**src/rtl/draw_pkg.sv**
```systemverilog
// ---------------------------------------------------------------------------
// draw_pkg
// Shared definitions for the VGA object-draw path: the scheduler state
// encoding, the pass encoding (erase vs. draw) and the slot numbers that the
// game-state logic uses to place the player, enemies and bullet into the
// obj_active mask.
// Ports: none (package only).
// ---------------------------------------------------------------------------
package draw_pkg;

   // Scheduler states: IDLE between frames, SCAN inspects one slot per cycle,
   // ISSUE pulses draw_start, WAIT holds the command until the drawer is done.
   typedef enum logic [1:0] {
      IDLE  = 2'd0,
      SCAN  = 2'd1,
      ISSUE = 2'd2,
      WAIT  = 2'd3
   } sched_state_t;

   // ERASE redraws last frame's objects in background colour, DRAW renders
   // this frame's objects.
   typedef enum logic {
      DRAW  = 1'b0,
      ERASE = 1'b1
   } pass_t;

   // Slot numbers shared with the game-state logic.
   localparam int PLAYER = 0;
   localparam int ENEMY1 = 1;
   localparam int ENEMY2 = 2;
   localparam int ENEMY3 = 3;
   localparam int ENEMY4 = 4;
   localparam int BULLET = 5;

endpackage

```
**src/rtl/draw_scheduler.sv**
```systemverilog
// ---------------------------------------------------------------------------
// draw_scheduler
// Walks the sprite slots once per frame and hands each active slot to the
// shared pixel drawer with a start/done handshake. With ERASE_PASS set, the
// slots that were active last frame are first redrawn in background colour.
//
// Ports:
//   clk           : system clock, rising edge
//   reset         : synchronous, active-high
//   frame_start   : one-cycle frame request (from vsync)
//   obj_active    : per-slot active mask, captured when a frame starts
//   draw_start    : one-cycle command to the drawer for obj_id
//   obj_id        : slot being drawn, stable until draw_done is accepted
//   erase         : current command is an erase (background colour)
//   draw_done     : one-cycle completion pulse from the drawer
//   busy          : scheduler is working on a frame
//   frame_done    : one-cycle pulse in the first idle cycle after a frame
//   frame_overrun : one-cycle pulse after a frame_start that arrived while busy
// ---------------------------------------------------------------------------
module draw_scheduler
   import draw_pkg::*;
#(
   parameter int NUM_OBJ    = 6,
   parameter int ID_W       = $clog2(NUM_OBJ),
   parameter bit ERASE_PASS = 1'b1
) (
   input  logic               clk,
   input  logic               reset,
   input  logic               frame_start,
   input  logic [NUM_OBJ-1:0] obj_active,
   output logic               draw_start,
   output logic [ID_W-1:0]    obj_id,
   output logic               erase,
   input  logic               draw_done,
   output logic               busy,
   output logic               frame_done,
   output logic               frame_overrun
);

   localparam logic [ID_W-1:0] LAST_IDX = ID_W'(NUM_OBJ - 1);

   sched_state_t       state;
   pass_t              pass;
   logic [ID_W-1:0]    idx;
   logic [NUM_OBJ-1:0] cur_mask;
   logic [NUM_OBJ-1:0] prev_mask;
   logic               frame_done_q;
   logic               frame_overrun_q;

   logic [NUM_OBJ-1:0] pass_mask;
   logic               slot_hit;
   logic               advance;

   // Select which snapshot the current pass walks, and decide whether the
   // current slot is finished: in SCAN an inactive slot is finished at once,
   // in WAIT the slot is finished when the drawer reports done. draw_done in
   // any other state is deliberately ignored.
   always_comb begin
      pass_mask = (pass == ERASE) ? prev_mask : cur_mask;
      slot_hit  = pass_mask[idx];
      advance   = 1'b0;
      if (state == SCAN) begin
         advance = !slot_hit;
      end else if (state == WAIT) begin
         advance = draw_done;
      end
   end

   // Frame sequencer. Finishing a slot either steps to the next one or, on
   // the last slot, ends the pass: the erase pass rolls straight into the
   // draw pass, the draw pass commits this frame's mask as next frame's erase
   // list and returns to IDLE with a frame_done pulse. A frame_start seen
   // outside IDLE never disturbs the frame; it only raises frame_overrun.
   always_ff @(posedge clk) begin
      if (reset) begin
         state           <= IDLE;
         pass            <= DRAW;
         idx             <= '0;
         cur_mask        <= '0;
         prev_mask       <= '0;
         frame_done_q    <= 1'b0;
         frame_overrun_q <= 1'b0;
      end else begin
         frame_done_q    <= 1'b0;
         frame_overrun_q <= frame_start && (state != IDLE);
         case (state)
            IDLE: begin
               if (frame_start) begin
                  cur_mask <= obj_active;
                  idx      <= '0;
                  if (ERASE_PASS) begin
                     pass <= ERASE;
                  end else begin
                     pass <= DRAW;
                  end
                  state <= SCAN;
               end
            end
            SCAN, WAIT: begin
               if (advance) begin
                  if (idx == LAST_IDX) begin
                     if (pass == ERASE) begin
                        pass  <= DRAW;
                        idx   <= '0;
                        state <= SCAN;
                     end else begin
                        prev_mask    <= cur_mask;
                        state        <= IDLE;
                        frame_done_q <= 1'b1;
                     end
                  end else begin
                     idx   <= idx + ID_W'(1);
                     state <= SCAN;
                  end
               end else if (state == SCAN) begin
                  state <= ISSUE;
               end
            end
            ISSUE: begin
               state <= WAIT;
            end
            default: begin
               state <= IDLE;
            end
         endcase
      end
   end

   // Every output is a direct decode of the registers above.
   assign draw_start    = (state == ISSUE);
   assign obj_id        = idx;
   assign erase         = (pass == ERASE);
   assign busy          = (state != IDLE);
   assign frame_done    = frame_done_q;
   assign frame_overrun = frame_overrun_q;

endmodule
```
**config.mk**
```make
export PLATFORM = sky130hd
export DESIGN_NAME = draw_scheduler
export DESIGN_NICKNAME = d
export VERILOG_FILES = /design/src/rtl/draw_pkg.sv /design/src/rtl/draw_scheduler.sv
export SDC_FILE = /design/constraint.sdc
export NUM_CORES = 1
export LEC_CHECK = 0
export CORE_MARGIN = 1
export CORE_UTILIZATION = 35
export DETAILED_ROUTE_END_ITERATION = 7
export PLACE_DENSITY_LB_ADDON = 0.1
export SLEW_MARGIN = 10
export SYNTH_ARGS = -nofsm -noshare
export SYNTH_HDL_FRONTEND = slang
export SYNTH_SLANG_ARGS = --single-unit
export TNS_END_PERCENT = 10
```
**constraint.sdc**
```tcl
create_clock -name clk -period 2.4 [get_ports clk]
set_clock_uncertainty 0.15 [all_clocks]
set_input_delay 0.48 -clock clk [delete_from_list [all_inputs] [get_ports clk]]
set_output_delay 0.48 -clock clk [all_outputs]
set_load 0.005 [all_outputs]
```
After elaboration in Yosys (flattened, before gate mapping)
Cells that the tools add are included.
{"block": "op_classes", "addsub": 1, "multipliers": 0, "div": 0, "n_lt_le_gt_ge": 1, "n_eq_ne": 9, "n_shift": 0, "n_mux": 21, "bitwise": 3, "reduce_logical": 12}
{"operator": "3-bit two-way mux", "count": 4}
{"operator": "1-bit two-way mux", "count": 8}
{"operator": "2-bit two-way mux", "count": 4}
{"operator": "4-bit AND reduction", "count": 2}
{"operator": "6-bit two-way mux", "count": 1}
{"operator": "2-bit != test (second input constant)", "count": 3}
{"operator": "3-bit != test (second input constant)", "count": 2}
{"operator": "2-bit case mux with 3 select lines", "count": 1}
{"operator": "3-bit case mux with 2 select lines", "count": 1}
{"operator": "2-bit == test (second input constant)", "count": 2}
{"operator": "3-bit by 4-bit less-than comparator with 1-bit output (second input constant)", "count": 1}
{"operator": "2-bit AND reduction", "count": 2}
{"operator": "2-bit nonzero test", "count": 2}
{"operator": "4-bit OR reduction", "count": 1}
{"operator": "3-bit by 1-bit adder with 3-bit output (second input constant)", "count": 1}
{"operator": "1-bit binary-select mux with 3-bit select", "count": 1}
{"operator": "3-bit == test (second input constant)", "count": 1}
{"operator": "1-bit NOT", "count": 3}
{"operator": "3-bit AND reduction", "count": 1}
{"operator": "2-bit by 1-bit == test with 1-bit output (second input constant)", "count": 1}
{"operator": "2-bit zero test", "count": 1}
{"operator": "1-bit case mux with 2 select lines", "count": 1}
{"operator": "2-bit OR reduction", "count": 1}
{"operator": "1-bit logical AND", "count": 1}
{"operator": "1-bit zero test", "count": 1}
{"block": "word_totals", "ff_bits": 20, "latchBits": 0, "ramBits": 0, "romBits": 0, "inputBits": 10, "output_inout_bits": 8, "wordCells": 54, "mem_count": 0}

Longest topological paths before layout
{"block": "depth", "word_depth": 7, "ltp_mapped": 7, "depth_no_buf": 5}

Worst setup path before layout
Ideal clock, no wire load.
{"block": "synth_path", "kind": "flip-flop to flip-flop", "from": "register pass, in the netlist erase", "to": "register prev_mask[0]", "setup_ps": 128, "arrival_time_ps": 1722, "required_ps": 2122, "path_slack_ps": 401, "path_stages_with_launch": 8, "n_path_buf": 2, "period_less_slack_ps": 1999, "cell_sequence": "dfxtp_1 -> buf_6 -> mux4_2 -> a211o_1 -> nand2b_4 -> buf_6 -> mux2i_1 -> nor2_1"}
{"block": "synth_between", "elab_chain_len": 6}
{"element": "start: declaration", "line_no": "draw_scheduler.sv:43", "rtl": "pass_t pass;"}
{"element": "start signal: assignment", "line_no": "draw_scheduler.sv:77", "rtl": "pass <= DRAW;"}
{"element": "start signal: assignment", "line_no": "draw_scheduler.sv:92", "rtl": "pass <= ERASE;"}
{"element": "start signal: assignment", "line_no": "draw_scheduler.sv:94", "rtl": "pass <= DRAW;"}
{"element": "6-bit two-way mux (*)"}
{"element": "1-bit binary-select mux with 3-bit select", "line_no": "draw_scheduler.sv:60", "rtl": "slot_hit = pass_mask[idx];"}
{"element": "1-bit two-way mux (implied by the code)", "line_no": "draw_scheduler.sv:60"}
{"element": "1-bit zero test", "line_no": "draw_scheduler.sv:63", "rtl": "advance = !slot_hit;"}
{"element": "1-bit two-way mux", "line_no": "draw_scheduler.sv:62", "rtl": "if (state == SCAN) begin"}
{"element": "3-bit AND reduction (no source line)"}
{"element": "end signal: assignment", "line_no": "draw_scheduler.sv:107", "rtl": "prev_mask <= cur_mask;"}
{"element": "end: declaration", "line_no": "draw_scheduler.sv:46", "rtl": "logic [NUM_OBJ-1:0] prev_mask;"}
Mark *: on every way between the ends. The rest lies on a longest branch, timed or not. The select of a mux whose other input is x is not followed.
A chain may end at the register's enable or synchronous reset.

Final worst setup path
{"block": "layout_path", "from": "register state[0]", "to": "output busy"}
{"block": "layout_between", "elab_chain_len": 1}
{"element": "start: declaration", "line_no": "draw_scheduler.sv:42", "rtl": "sched_state_t state;"}
{"element": "start signal: assignment", "line_no": "draw_scheduler.sv:76", "rtl": "state <= IDLE;"}
{"element": "start signal: assignment", "line_no": "draw_scheduler.sv:96", "rtl": "state <= SCAN;"}
{"element": "start signal: assignment", "line_no": "draw_scheduler.sv:105", "rtl": "state <= SCAN;"}
{"element": "2-bit nonzero test", "line_no": "draw_scheduler.sv:133", "rtl": "assign busy = (state != IDLE);"}
{"element": "end: declaration", "line_no": "draw_scheduler.sv:35", "rtl": "output logic busy,"}
Every way passes these cells.

==> impl_metrics.py <==
metrics = {
    "status": {
        "run_status": "complete, no violations",
    },
    "placement": {
        "place_congestion": 0.757,
        "dp.final_hpwl_um": 1350,
        "placed_cells": 145,
        "dpl_worst_slack_ns": 0.249,
        "portBuffers": 17,
    },
    "timing": {
        "final_period_minus_worst_setup_slack_ns": 2.14,
        "worst_slew_margin_rel_pct": 77.5,
        "setup_repair_after_global_routing_missed_its_margin": "false",
        "max_clock_freq_ghz": 0.467,
        "fin_crit_sh_pct": 89.1,
        "hold_violations": 0,
        "final-max-slew-violation-count": 0,
        "final-setup-viol-count": 0,
        "worstMarginPinSlew_ns": 0.333,
        "setup_total_negative_slack_ns": 0,
        "postLayoutSetupSlackWorst_ns": 0.260,
    },
    "layout": {
        "antenna_cells_inserted": 0,
        "layout-drive-gt1-share_pct": 8.40,
        "layout-area-overhead-vs-synth_pct": 25.9,
        "layout_commonest_cell": "dfxtp_1",
        "final_cell_mix": "dfxtp_1, nor2_1, clkdlybuf4s50_1",
        "final_net_count": 130,
        "non_filler_instance_count_after_layout": 149,
    },
    "hold_path": {
        "worst_hold_check_path_type": "register to register",
    },
    "critical_path": {
        "cp_data_arrival_time_ns": 1.51,
        "cp-start-kind": "register",
        "timing.setup.critical_path_class": "register to output pin",
        "worst_ep_required_time_ns": 1.77,
        "worstSetupEndpointType": "output pin",
        "maximum_net_fanout_on_the_critical_path": 11,
    },
    "logic_synthesis": {
        "netlist-cell-type-count": 34,
        "seq_area_frac_synth_pct": 42.2,
        "ys_warn_count": 0,
        "synth-async-reset-ratio_pct": 0,
        "synth_instances": 101,
        "synth_enable_flop_cells": 0,
        "synth-main-ff-cell": "dfxtp_1",
        "ys_ff_latch": 20,
        "post-synth-top-area-cell": "dfxtp_1",
        "synth_fp_nets": 111,
        "synth.avg_cell_area_um2": 9.39,
        "synthesized_area_um2": 948,
        "synth.top_cell.area_share_pct": 42.2,
        "biggest_area_contributors_in_the_synthesized_netlist": "dfxtp_1, mux2i_1, nor2_1",
    },
    "route": {
        "wl_um": 1840,
        "avgViaCountPerCell": 5.10,
        "drt_iter0_markers": 12,
        "drtPass1Iterations": 4,
        "wl_per_cell_um": 12.4,
        "detail-route-antenna-nets": 0,
        "routed-via-count": 760,
        "drc_errors": 0,
    },
    "die": {
        "row_count": 18,
        "chipWidth_um": 54.1,
        "die_height_um": 54.1,
        "ios": 18,
        "core_region_area_mm2": 0.00252,
        "initial_core_util_pct": 37.6,
        "dieArea_mm2": 0.00292,
    },
    "grt": {
        "grt_start_max_net_pins": 18,
        "grt_util_all_layers_pct": 15.6,
        "grt_pass1_vias": 698,
        "grt_remaining_overflow": 0,
        "grt_first_pass_wirelength_um": 3150,
        "antenna_found_initial": 0,
    },
    "power_and_ir_drop": {
        "ir_worst_vdd_uv": 444,
        "power_density_mw_per_mm2": 648,
        "static-leakage-power_nw": 0.504,
    },
    "cts": {
        "cts-hold-fix-buffers": 0,
        "worst_setup_hold_path_clk_slew_ns": 0.12,
        "numCtsBuffers": 3,
        "ctsHtreeMaxLevel": 1,
        "cts.root.buffer_cell": "clkbuf_4",
        "clkLatencyLatePin_ns": 0.30,
        "cts_resized": 0,
        "cts_num_sinks": 20,
        "max-clock-path-buffers": 2,
        "cts_setup_buffers": 0,
        "cts_tree": "yes",
    },
    "flow_run": {
        "max_cap_violations": 0,
    },
}
critical path, stage by stage, from the launching register on:
cell and delay, ns:
dfxtp_1 0.52, or2_2 0.19, clkdlybuf4s50_1 0.49
kinds of logic (layout without fill, tap and decap cells):
kind of cell | after synthesis | count (layout) | share of synthesized area, %
flops | 20 | 20 | 42.2
compound gates | 12 | 12 | 8.44
buf+inv | 9 | 27 | 5.14
mux | 17 | 17 | 19.3
simple gates | 43 | 43 | 24.9
report_power, final:
group | internal, W | switching [W]
combinational | 0.0000755 | 0.0000505
clock | 0.000169 | 0.000105
sequential | 0.000349 | 0.0000245
path summary, 6_finish.rpt:
path	start	endpoint	slack [ns]	depth (start not counted)
min reg2reg	prev_mask[0]	prev_mask[0]	0.36	2
max	state[0]	busy	0.26	2
max reg2reg	erase	prev_mask[1]	0.33	5
min	prev_mask[0]	prev_mask[0]	0.36	2
metal layers:
| layer | up-vias | GRT usage, % | part of all wire [%] |
|---|---|---|---|
| met3 | 2 | 5.93 | 3.9 |
| met5 | - | 0 | 0 |
| li1 | 391 | - | - |
| met4 | 0 | 5.13 | 1.1 |
| met1 | 351 | 18.6 | 48 |
| met2 | 16 | 25.5 | 48 |
final cells by class:
type	instances	area, µm²
Clock inverter	1	30.0
Timing Repair Buffer	20	193
Tap cell	30	37.5
Multi-Input combinational cell	72	499
Inverter	3	11.3
Fill cell	246	1330
Clock buffer	3	22.5
Sequential cell	20	400
synth_stat cells (all sizes together) (2+ instances only):
cell type	count
a22oi	2
buf	3
clkbuf	3
dfxtp	20
inv	3
mux2i	16
nand2	5
nand3b	2
nor2	19
nor3	2
nor3b	2
o21ai	4
state kept, by name, summed over array words and instances, names as in the netlist, named ones only:
signal and cells:
frame_overrun 1, cur_mask 6, erase 1, frame_done 1, obj_id 3, state 1, prev_mask 6
metrics by stage:
stage | total power [W] | cell area, µm² | util (%) | hold WS (ns)
6_report | 0.000774 | 1190 | 47.3 | 0.358
5_1_grt | 0.000816 | 1190 | 47.3 | 0.394
4_1_cts | 0.000788 | 1190 | 47.3 | 0.367
3_5_place_dp | 0.000507 | 1140 | 45.2 | 0.337
3_3_place_gp | 0.000508 | 1140 | 45.2 | 0.324
2_1_floorplan | 0.000454 | 948 | - | 0.308
(Power assumes the default switching activity.)
